### config.mk
export PLATFORM = sky130hd
export DESIGN_NAME = fetch_decode
export DESIGN_NICKNAME = d
export VERILOG_FILES = /design/src/rtl/fetch_decode_pkg.sv /design/src/rtl/fetch_decode_ifid_reg.sv /design/src/rtl/fetch_decode.sv
export SDC_FILE = /design/constraint.sdc
export NUM_CORES = 1
export LEC_CHECK = 0
export CAP_MARGIN = 20
export CORE_MARGIN = 1
export CORE_UTILIZATION = 30
export DETAILED_ROUTE_END_ITERATION = 8
export PLACE_DENSITY_LB_ADDON = 0.12
export SLEW_MARGIN = 20
export SYNTH_ARGS = -nofsm -noshare
export SYNTH_HDL_FRONTEND = slang
export SYNTH_SLANG_ARGS = --single-unit
### constraint.sdc
create_clock -name CLOCK -period 1.41 [get_ports CLOCK]
set_clock_uncertainty 0.1 [all_clocks]
set_input_delay 0.3525 -clock CLOCK [delete_from_list [all_inputs] [get_ports CLOCK]]
set_output_delay 0.3525 -clock CLOCK [all_outputs]
set_load 0.01 [all_outputs]
### src/rtl/fetch_decode_pkg.sv
// fetch_decode_pkg: opcode constants, FSM state encoding, IF/ID record and
// small decode helpers shared between the fetch/decode and execute stages.
package fetch_decode_pkg;

    // Opcode map (inst[15:12]); 0xC-0xE are reserved and decode as NOP.
    localparam logic [3:0] OpNop    = 4'h0;
    localparam logic [3:0] OpAluLo  = 4'h1;
    localparam logic [3:0] OpAluHi  = 4'h7;
    localparam logic [3:0] OpLoad   = 4'h8;
    localparam logic [3:0] OpStore  = 4'h9;
    localparam logic [3:0] OpBz     = 4'hA;
    localparam logic [3:0] OpJmp    = 4'hB;
    localparam logic [3:0] OpHalt   = 4'hF;

    // Front-end control FSM
    typedef enum logic [1:0] {
        StRun     = 2'b00,
        StWaitMem = 2'b01,
        StHalted  = 2'b10
    } fd_state_e;

    // Decoded IF/ID pipeline register contents
    typedef struct packed {
        logic [3:0] op;
        logic [3:0] rd;
        logic [3:0] rs;
        logic [3:0] rt;
        logic [7:0] imm;
        logic [7:0] pc;
    } ifid_t;

    // Split a raw instruction word into its fields; imm overlaps rs/rt.
    function automatic ifid_t decode_inst(input logic [15:0] inst, input logic [7:0] pc);
        ifid_t d;
        d.op  = inst[15:12];
        d.rd  = inst[11:8];
        d.rs  = inst[7:4];
        d.rt  = inst[3:0];
        d.imm = inst[7:0];
        d.pc  = pc;
        return d;
    endfunction

    function automatic logic is_mem_op(input logic [3:0] op);
        return (op == OpLoad) || (op == OpStore);
    endfunction

    function automatic logic is_alu_op(input logic [3:0] op);
        return (op >= OpAluLo) && (op <= OpAluHi);
    endfunction

    // True when the instruction redirects the PC given the current zero flag.
    function automatic logic is_branch_taken(input logic [3:0] op, input logic zero);
        return (op == OpJmp) || ((op == OpBz) && zero);
    endfunction

    function automatic logic is_halt_op(input logic [3:0] op);
        return op == OpHalt;
    endfunction

endpackage

### src/rtl/fetch_decode_ifid_reg.sv
// ifid_reg: IF/ID pipeline register. Loads the decoded instruction when
// i_load is high; i_flush marks the captured entry as a bubble.
module ifid_reg
    import fetch_decode_pkg::*;
(
    input  logic        i_clk,
    input  logic        i_rst,
    input  logic        i_load,
    input  logic        i_flush,
    input  logic [15:0] i_inst,
    input  logic [7:0]  i_pc,
    output logic        o_valid,
    output ifid_t       o_id
);

    logic  r_valid;
    ifid_t r_id;
    ifid_t w_decoded;

    assign w_decoded = decode_inst(i_inst, i_pc);

    // Capture on load; a flush on the same edge turns the new entry into a bubble.
    always_ff @(posedge i_clk or posedge i_rst) begin
        if (i_rst) begin
            r_valid <= 1'b0;
            r_id    <= '0;
        end else if (i_load) begin
            r_id    <= w_decoded;
            r_valid <= ~i_flush;
        end else if (i_flush) begin
            r_valid <= 1'b0;
        end
    end

    assign o_valid = r_valid;
    assign o_id    = r_id;

endmodule

### src/rtl/fetch_decode.sv
// fetch_decode: fetch/decode front end. Holds the IF/ID register, steers the
// PC mux for JMP/BZ, stalls on data-memory handshakes and external freeze.
// Optional feature: define FETCH_DECODE_HALT_EN to make opcode 0xF halt the
// front end until CLEAR; otherwise 0xF is a NOP.
module fetch_decode
    import fetch_decode_pkg::*;
(
    input  logic        CLOCK,
    input  logic        CLEAR,
    input  logic [15:0] inst,
    input  logic [7:0]  pc,
    input  logic        zero,
    input  logic        stall_in,
    input  logic        mem_ready,
    output logic        ctrl,
    output logic [7:0]  br_addr,
    output logic        pc_en,
    output logic        mem_req,
    output logic        id_valid,
    output logic [3:0]  id_op,
    output logic [3:0]  id_rd,
    output logic [3:0]  id_rs,
    output logic [3:0]  id_rt,
    output logic [7:0]  id_imm,
    output logic [7:0]  id_pc
);

    fd_state_e r_state;
    fd_state_e w_state_next;

    logic  w_valid;
    ifid_t w_id;
    logic  w_id_mem;
    logic  w_id_taken;
    logic  w_id_halt;
    logic  w_advance;
    logic  w_ctrl;
    logic  w_mem_req;

    ifid_reg u_ifid_reg (
        .i_clk   (CLOCK),
        .i_rst   (CLEAR),
        .i_load  (w_advance),
        .i_flush (w_ctrl),
        .i_inst  (inst),
        .i_pc    (pc),
        .o_valid (w_valid),
        .o_id    (w_id)
    );

    // Bubbles never request memory, branch or halt.
    assign w_id_mem   = w_valid && is_mem_op(w_id.op);
    assign w_id_taken = w_valid && is_branch_taken(w_id.op, zero);
`ifdef FETCH_DECODE_HALT_EN
    assign w_id_halt  = w_valid && is_halt_op(w_id.op);
`else
    assign w_id_halt  = 1'b0;
`endif

    // FSM state register
    always_ff @(posedge CLOCK or posedge CLEAR) begin
        if (CLEAR) begin
            r_state <= StRun;
        end else begin
            r_state <= w_state_next;
        end
    end

    // Next state, advance, PC-mux select and memory request
    always_comb begin
        w_state_next = r_state;
        w_advance    = 1'b0;
        w_ctrl       = 1'b0;
        w_mem_req    = 1'b0;

        case (r_state)
            StRun: begin
                w_mem_req = w_id_mem;
                if (!stall_in) begin
                    w_ctrl    = w_id_taken;
                    w_advance = !(w_id_mem && !mem_ready);
                    if (w_id_mem && !mem_ready) begin
                        w_state_next = StWaitMem;
                    end else if (w_id_halt) begin
                        w_state_next = StHalted;
                    end
                end
            end
            StWaitMem: begin
                w_mem_req = w_id_mem;
                // Completion releases the pipeline on the same edge.
                if (!stall_in && mem_ready) begin
                    w_advance    = 1'b1;
                    w_state_next = StRun;
                end
            end
            StHalted: begin
`ifdef FETCH_DECODE_HALT_EN
                w_state_next = StHalted;
`else
                w_state_next = StRun;
`endif
            end
            default: begin
                w_state_next = StRun;
            end
        endcase

        // Outputs drop immediately on reset, without waiting for an edge.
        if (CLEAR) begin
            w_advance = 1'b0;
            w_ctrl    = 1'b0;
            w_mem_req = 1'b0;
        end
    end

    assign ctrl     = w_ctrl;
    assign br_addr  = w_id.imm;
    assign pc_en    = w_advance;
    assign mem_req  = w_mem_req;
    assign id_valid = w_valid;
    assign id_op    = w_id.op;
    assign id_rd    = w_id.rd;
    assign id_rs    = w_id.rs;
    assign id_rt    = w_id.rt;
    assign id_imm   = w_id.imm;
    assign id_pc    = w_id.pc;

endmodule

==> reports/results.ini <==
[worst_hold_path]
worst_hold_path_type=in2async

[synth]
synth-seq-area-share_pct=52.4
post_synth_inst_count=85
yosysWarnings=0
yosys_register_bits=26
synthesis.area_per_instance_um2=14.6
postSynthNetCount=114
post_synthesis_cell_type_count=17
syn-cell-area_mm2=0.00124

[timing]
timing.final.crit_period_ps=1760
worstMarginPinSlew_ps=457
final_hold_fails=0
timing_max_transition_violations_final=0
unrepaired_setup_endpoints_after_global_routing=yes
post-route-period-util_pct=125
maxClockFrequency_mhz=569
worst_slack_ps=-348
setup_viol=32
normalized_max_slew_margin_pct=69.2
finalSetupTns_ps=-8560

[critical_path]
worstPathArrival_ps=1310
critical_path.top_delay_family=flip-flops
cp_cell_sequence=nand4bb_4 -> a22o_1 -> buf_2
path_max_fanout=3
critical_path_required_ps=960
worst_path_largest_cell_delay_ps=420
cpMaxStageDelayCell=sky130_fd_sc_hd__dfrtp_1
crit_buf_inv=1
crit_type=reg2out
cp-end-kind=output pin
worst_setup_path_start_kind=flip-flop

[clock_tree]
cts_h_tree_depth=1
clock_tree.buffer_depth=2
ctsRootBufferMaster=sky130_fd_sc_hd__clkbuf_8
cts_hold_buf=0
cts_made_buffers=3
tritoncts=built
insertion_delay_ps=260
cts.reportedPaths.clkPinSlew_ps=90
clock_sinks=26

[place]
dpl_cell_area_mm2=0.00199
hpwlAfterDp_um=1950
place.gp.congestion=0.752
post-place-ws_ps=-867
numPlacedInstances=200
port_buffers=72

[job]
timing.max_cap.violations=0

[finish]
num_antenna_cells=0
final_nets=210
post_route_cell_area_mm2=0.00234
layout-drive-gt1-share_pct=53.3
areaGrowthSynthToFinish_pct=88.2
final-instance-count-excl-fill=230
num-fill-cells=320

[global_routing]
initial_antenna_violation_count=0
grt_max_degree=16
global_route.usage.met2_pct=25.8
globalRouteTotalUtil_pct=14.5
grtUsageMet1_pct=17.3
first_global_vias=1012
grt_first_pass_wirelength_um=4770
gr-total-overflow=0
top_usage_layer=met2
gr_met3_demand_resource_pct=2.76

[floorplanning]
floorplan.initialDensity_pct=31.1
die_width_um=66.4
design.core.area_mm2=0.00400
die_area_mm2=0.00440
design.portCount=73
die_height_um=66.4
placement_rows=23

[route]
drt-wirelength-per-cell_um=13.5
drt_drc_violations_left=0
wl_um=3110
antenna_left=0
drt_pass1_iterations=4
detail_route.vias_per_cell=4.26
num_vias=979
dr.first_iter.drc_count=16

[status]
failing_checks=setup timing
run_status=complete, but fails checks

[power_and_ir_drop]
p_leak_nw=1.10
vdd_ir_drop_max_uv=657
netSwitchingFraction_pct=29.3
p_clk_share_pct=14.9
power.combinational.fraction_pct=55.1
p_sw_mw=1.19
powerDensity_mw_per_mm2=1730
internal_power_mw=2.87
seq_power_share_pct=30.0
total_power_mw=4.05

==> power groups by stage <==
stage	clock (mW)	combinational [mW]	sequential, mW
after floorplan	0	0.888	1.34
after global placement	0	1.88	1.22
after detailed placement	0	1.88	1.22
after CTS	0.628	1.89	1.19
after global routing	0.668	2.39	1.25
final	0.604	2.23	1.22
==> cell usage in the layout (no fill, tap or decap), types with 2 or more instances in the layout <==
cell,n
sky130_fd_sc_hd__a22o_1,2
sky130_fd_sc_hd__inv_1,4
sky130_fd_sc_hd__buf_6,33
sky130_fd_sc_hd__o21ai_0,2
sky130_fd_sc_hd__buf_12,4
sky130_fd_sc_hd__dlygate4sd2_1,2
sky130_fd_sc_hd__buf_4,15
sky130_fd_sc_hd__clkdlybuf4s50_1,26
sky130_fd_sc_hd__clkbuf_2,5
sky130_fd_sc_hd__nor2_1,3
sky130_fd_sc_hd__mux2_4,17
sky130_fd_sc_hd__mux2_2,5
sky130_fd_sc_hd__clkdlybuf4s15_1,18
sky130_fd_sc_hd__dfrtp_1,25
sky130_fd_sc_hd__buf_2,6
sky130_fd_sc_hd__clkbuf_8,3
==> synthesized netlist by cell type <==
cell type / number / area share, %
sky130_fd_sc_hd__mux2_2: 5 / 4.5
sky130_fd_sc_hd__nand4b_1: 1 / 0.71
sky130_fd_sc_hd__nor2_1: 3 / 0.91
sky130_fd_sc_hd__o21ai_0: 2 / 0.81
sky130_fd_sc_hd__a21boi_0: 1 / 0.60
sky130_fd_sc_hd__inv_1: 4 / 1.2
sky130_fd_sc_hd__buf_12: 2 / 3.2
sky130_fd_sc_hd__nor3_1: 1 / 0.40
sky130_fd_sc_hd__dfrtp_1: 26 / 52
sky130_fd_sc_hd__nor3b_1: 1 / 0.60
sky130_fd_sc_hd__a22o_1: 2 / 1.4
sky130_fd_sc_hd__buf_6: 1 / 0.91
sky130_fd_sc_hd__a21oi_1: 1 / 0.40
sky130_fd_sc_hd__a22o_2: 1 / 0.81
sky130_fd_sc_hd__nand4bb_1: 1 / 0.91
sky130_fd_sc_hd__mux2_4: 17 / 21
sky130_fd_sc_hd__buf_4: 16 / 9.7
==> area by class of cell <==
class,count,area (um^2),share of cell area (%)
Clock inverter,1,30.0,1.28
Tap cell,50,62.6,2.68
Clock buffer,3,41.3,1.77
Timing Repair Buffer,110,1100,47.1
Inverter,4,15.0,0.642
Sequential cell,26,652,27.9
Multi-Input combinational cell,36,435,18.6
==> tightest hold or removal path, stage by stage <==
cell                            delay, ps
sky130_fd_sc_hd__dlygate4sd2_1        270
sky130_fd_sc_hd__buf_4                150
sky130_fd_sc_hd__inv_1                160
sky130_fd_sc_hd__buf_12               170
==> layer usage <==
layer / part of all wire, % / wire (um)
met1: 41 / 1280
met3: 5.8 / 181
met4: 0.64 / 20
met2: 53 / 1640
met5: 0 / 0
==> per-stage QoR <==
step | hold slack (ps) | utilization (%)
6_report | 398 | 58.5
5_1_grt | 400 | 58.5
4_1_cts | 372 | 54.2
3_5_place_dp | 394 | 49.7
3_3_place_gp | 393 | 49.7
2_1_floorplan | 293 | -
==> sequential cells by signal, summed over array words and instances (netlist names) <==
signal / flops
u_ifid_reg.o_valid: 1
u_ifid_reg.o_id: 24
r_state: 1
==> final timing paths <==
path	startpoint	to	slack (ps)	cells after the start
min reg2reg	u_ifid_reg.o_id[1]	u_ifid_reg.o_id[1]	410	1
min	CLEAR	u_ifid_reg.o_id[12]	400	4
min in group CLOCK	u_ifid_reg.o_id[1]	u_ifid_reg.o_id[1]	410	1
max	u_ifid_reg.o_id[30]	pc_en	-350	3
max in group asynchronous	CLEAR	u_ifid_reg.o_id[31]	680	4
max reg2reg	u_ifid_reg.o_id[30]	u_ifid_reg.o_id[13]	-310	5
==> cells by family (layout without fill, tap and decap cells) <==
| kind of cell | Yosys count | in the layout | synth area share (%) |
|---|---|---|---|
| flops | 26 | 26 | 52.4 |
| buf+inv | 23 | 118 | 15.0 |
| mux | 22 | 22 | 25.1 |
| compound gates | 7 | 7 | 4.03 |
| simple gates | 7 | 7 | 3.52 |
==> what timing repair did <==
item / in CTS / in global routing
endpoints found under the setup margin: 68 / 64
gates cloned: 0 / 1
buffers inserted: 22 / 7
pin swaps: 3 / 2
resized for setup: 132 / 45
Power figures use the tool's default switching activity.
==> RTL edit 1 (same settings) <==
Add a define of `FETCH_DECODE_HALT_EN`.
--- a/src/rtl/fetch_decode.sv
+++ b/src/rtl/fetch_decode.sv
@@ -4,2 +4,4 @@
 // front end until CLEAR; otherwise 0xF is a NOP.
+`define FETCH_DECODE_HALT_EN
+
 module fetch_decode
Formal check against the unedited RTL: not equivalent (Yosys sat finds a counterexample within 4 cycles, from zero or initial values).
==> RTL edit 1 against the unedited design <==
Design area is 0.37% lower; worst setup slack worse by 0.26 ns; utilization is 1.4 points lower; synthesized area is 4.4% higher; highest routed layer unchanged; worst hold slack worse by 0.091 ns; wire length is 3.4% higher; total power is 21% higher; the flow still finishes with violations (setup timing); largest power group unchanged; critical path depth stayed put; sequential cell count is 1 higher.
==> RTL edit 1: results (changes against the unedited design) <==
| Metric | Value |
|---|---|
| Top cells by count, synth | dfrtp_1, mux2_4, buf_4 |
| Clock tree buffer depth | 2 (unchanged) |
| Final WS setup | -0.612 ns (-0.265 ns) |
| Yosys warnings | 0 (unchanged) |
| Post-layout net count | 208 (-0.95%) |
| Pre-CTS setup slack | -1.20 ns (-0.337 ns) |
| Failing checks | setup timing |
| Layout cells sized above 1 | 0.534 (about the same) |
| Syn_area_per_cell | 14.7 um2 (+0.87%) |
| Hpwl dp | 2240 um (+15%) |
| RePlAce Congestion | 0.694 (-7.6%) |
| GRT Util Overall | 0.140 (-0.00497) |
| Worst skew pair latency | 0.27 ns |
| Syn Nets | 117 (+2.6%) |
| Cts bufs inserted | 3 (unchanged) |
| Register area share after synthesis | 0.521 (-0.00293) |
| Flop2flop setup slack | -0.55 ns (-0.24 ns) |
| Post-synth ARST share | 1.00 (unchanged) |
| CP Max Fanout | 2 (-1) |
| H-tree depth | 1 (unchanged) |
| Final setup viols | 28 (-13%) |
| Outcome | finished with violations |
| Largest net degree at the start of global routing | 28 (+12) |
| Cell Area, Placed | 2060 um2 (+3.7%) |
| Leakage | 0.00108 uW (-2.0%) |
| Total Routed Length | 3220 um (+3.4%) |
| Vias in the first global route | 960 (-5.1%) |
| Post-DRT Antenna Nets | 0 (unchanged) |
| CTS Root Cell | clkbuf_8 |
| Critical path arrival | 1.57 ns (+0.26 ns) |
| Peak supply drop | 0.887 mV (+35%) |
| Hold Path Class | in2async |
| Top post-synthesis cells by area | dfrtp_1, mux2_4, buf_4, mux2_2, buf_12 |
| DR vias | 1,011 (+3.3%) |
| Post-DR vias/cell | 4.43 (+4.2%) |
| DR iter-0 viols | 29 (+13) |
| Global-route wire length before repair | 4610 um (-3.5%) |
| Distinct cells, synth | 18 (+1) |
| Relative max-transition margin | 0.851 (+0.159) |
## RTL edit 1: cell types whose count changed in the layout (fill, tap and decap cells not counted), moves of 3 or more
| cell | change |
|---|---|
| buf_2 | -3 |
| buf_6 | -6 |
| clkbuf_2 | +4 |
| clkdlybuf4s15_1 | -3 |
| mux2_4 | +3 |
## RTL edit 1: routing by layer
layer / share of wire / global-route usage
met4: 0.013 / 0.0585
met5: 0 / 0
met2: 0.52 / 0.235
met3: 0.061 / 0.0355
met1: 0.41 / 0.168
## RTL edit 1: worst paths after layout
check | startpoint | to | cells after the start
min reg2reg | u_ifid_reg.o_id[3] | u_ifid_reg.o_id[3] | 1
max reg2reg | u_ifid_reg.o_id[30] | u_ifid_reg.o_id[6] | 7
min | CLEAR | u_ifid_reg.o_id[4] | 4
min in group CLOCK | u_ifid_reg.o_id[3] | u_ifid_reg.o_id[3] | 1
max in group asynchronous | CLEAR | u_ifid_reg.o_id[9] | 4
max | r_state[1] | ctrl | 3
## RTL edit 1: worst max-delay path: stages (launching register included)
cell     delay (ns)
dfrtp_1        0.40
or4b_4         0.55
nor4_4         0.17
buf_2          0.19
## RTL edit 1: stage by stage
stage	hold WS, ns	setup TNS, ns
final	0.307	-13.02
after global placement	0.392	-23.20
after floorplan	0.305	-7.86
after global routing	0.313	-14.80
after CTS	0.298	-13.23
after detailed placement	0.398	-24.38
## RTL edit 1: repair_timing
action                     4_1_cts  5_1_grt
pin swaps                        5        0
gates resized for setup        131       47
buffers inserted                14        4
gates cloned                     2        0
hold buffers                     0        0
setup endpoints to repair       69       63
## RTL edit 1: logic make-up after synthesis
| kind of cell | synth area share |
|---|---|
| AO/OA/AOI/OAI | 0.0260 |
| buffers and inverters | 0.138 |
| flip-flops | 0.521 |
| multiplexers | 0.263 |
| AND/OR/NAND/NOR | 0.0521 |
## RTL edit 1: area by class of cell
class | instances | area (um2)
clock buffers | 3 | 41.3
repair buffers | 105 | 1050
flip-flops and latches | 27 | 676
clock inverters | 1 | 5.00
inverters | 2 | 7.51
multi-input cells | 40 | 483
fillers | 327 | 1760
well taps | 50 | 62.6
## RTL edit 1: report_power, final
| group | internal [uW] | leakage (uW) | switching, uW |
|---|---|---|---|
| Clock | 198 | 0.0000255 | 240 |
| Combinational | 1980 | 0.000741 | 1090 |
| Sequential | 1160 | 0.000316 | 256 |
| Total | 3330 | 0.00108 | 1580 |
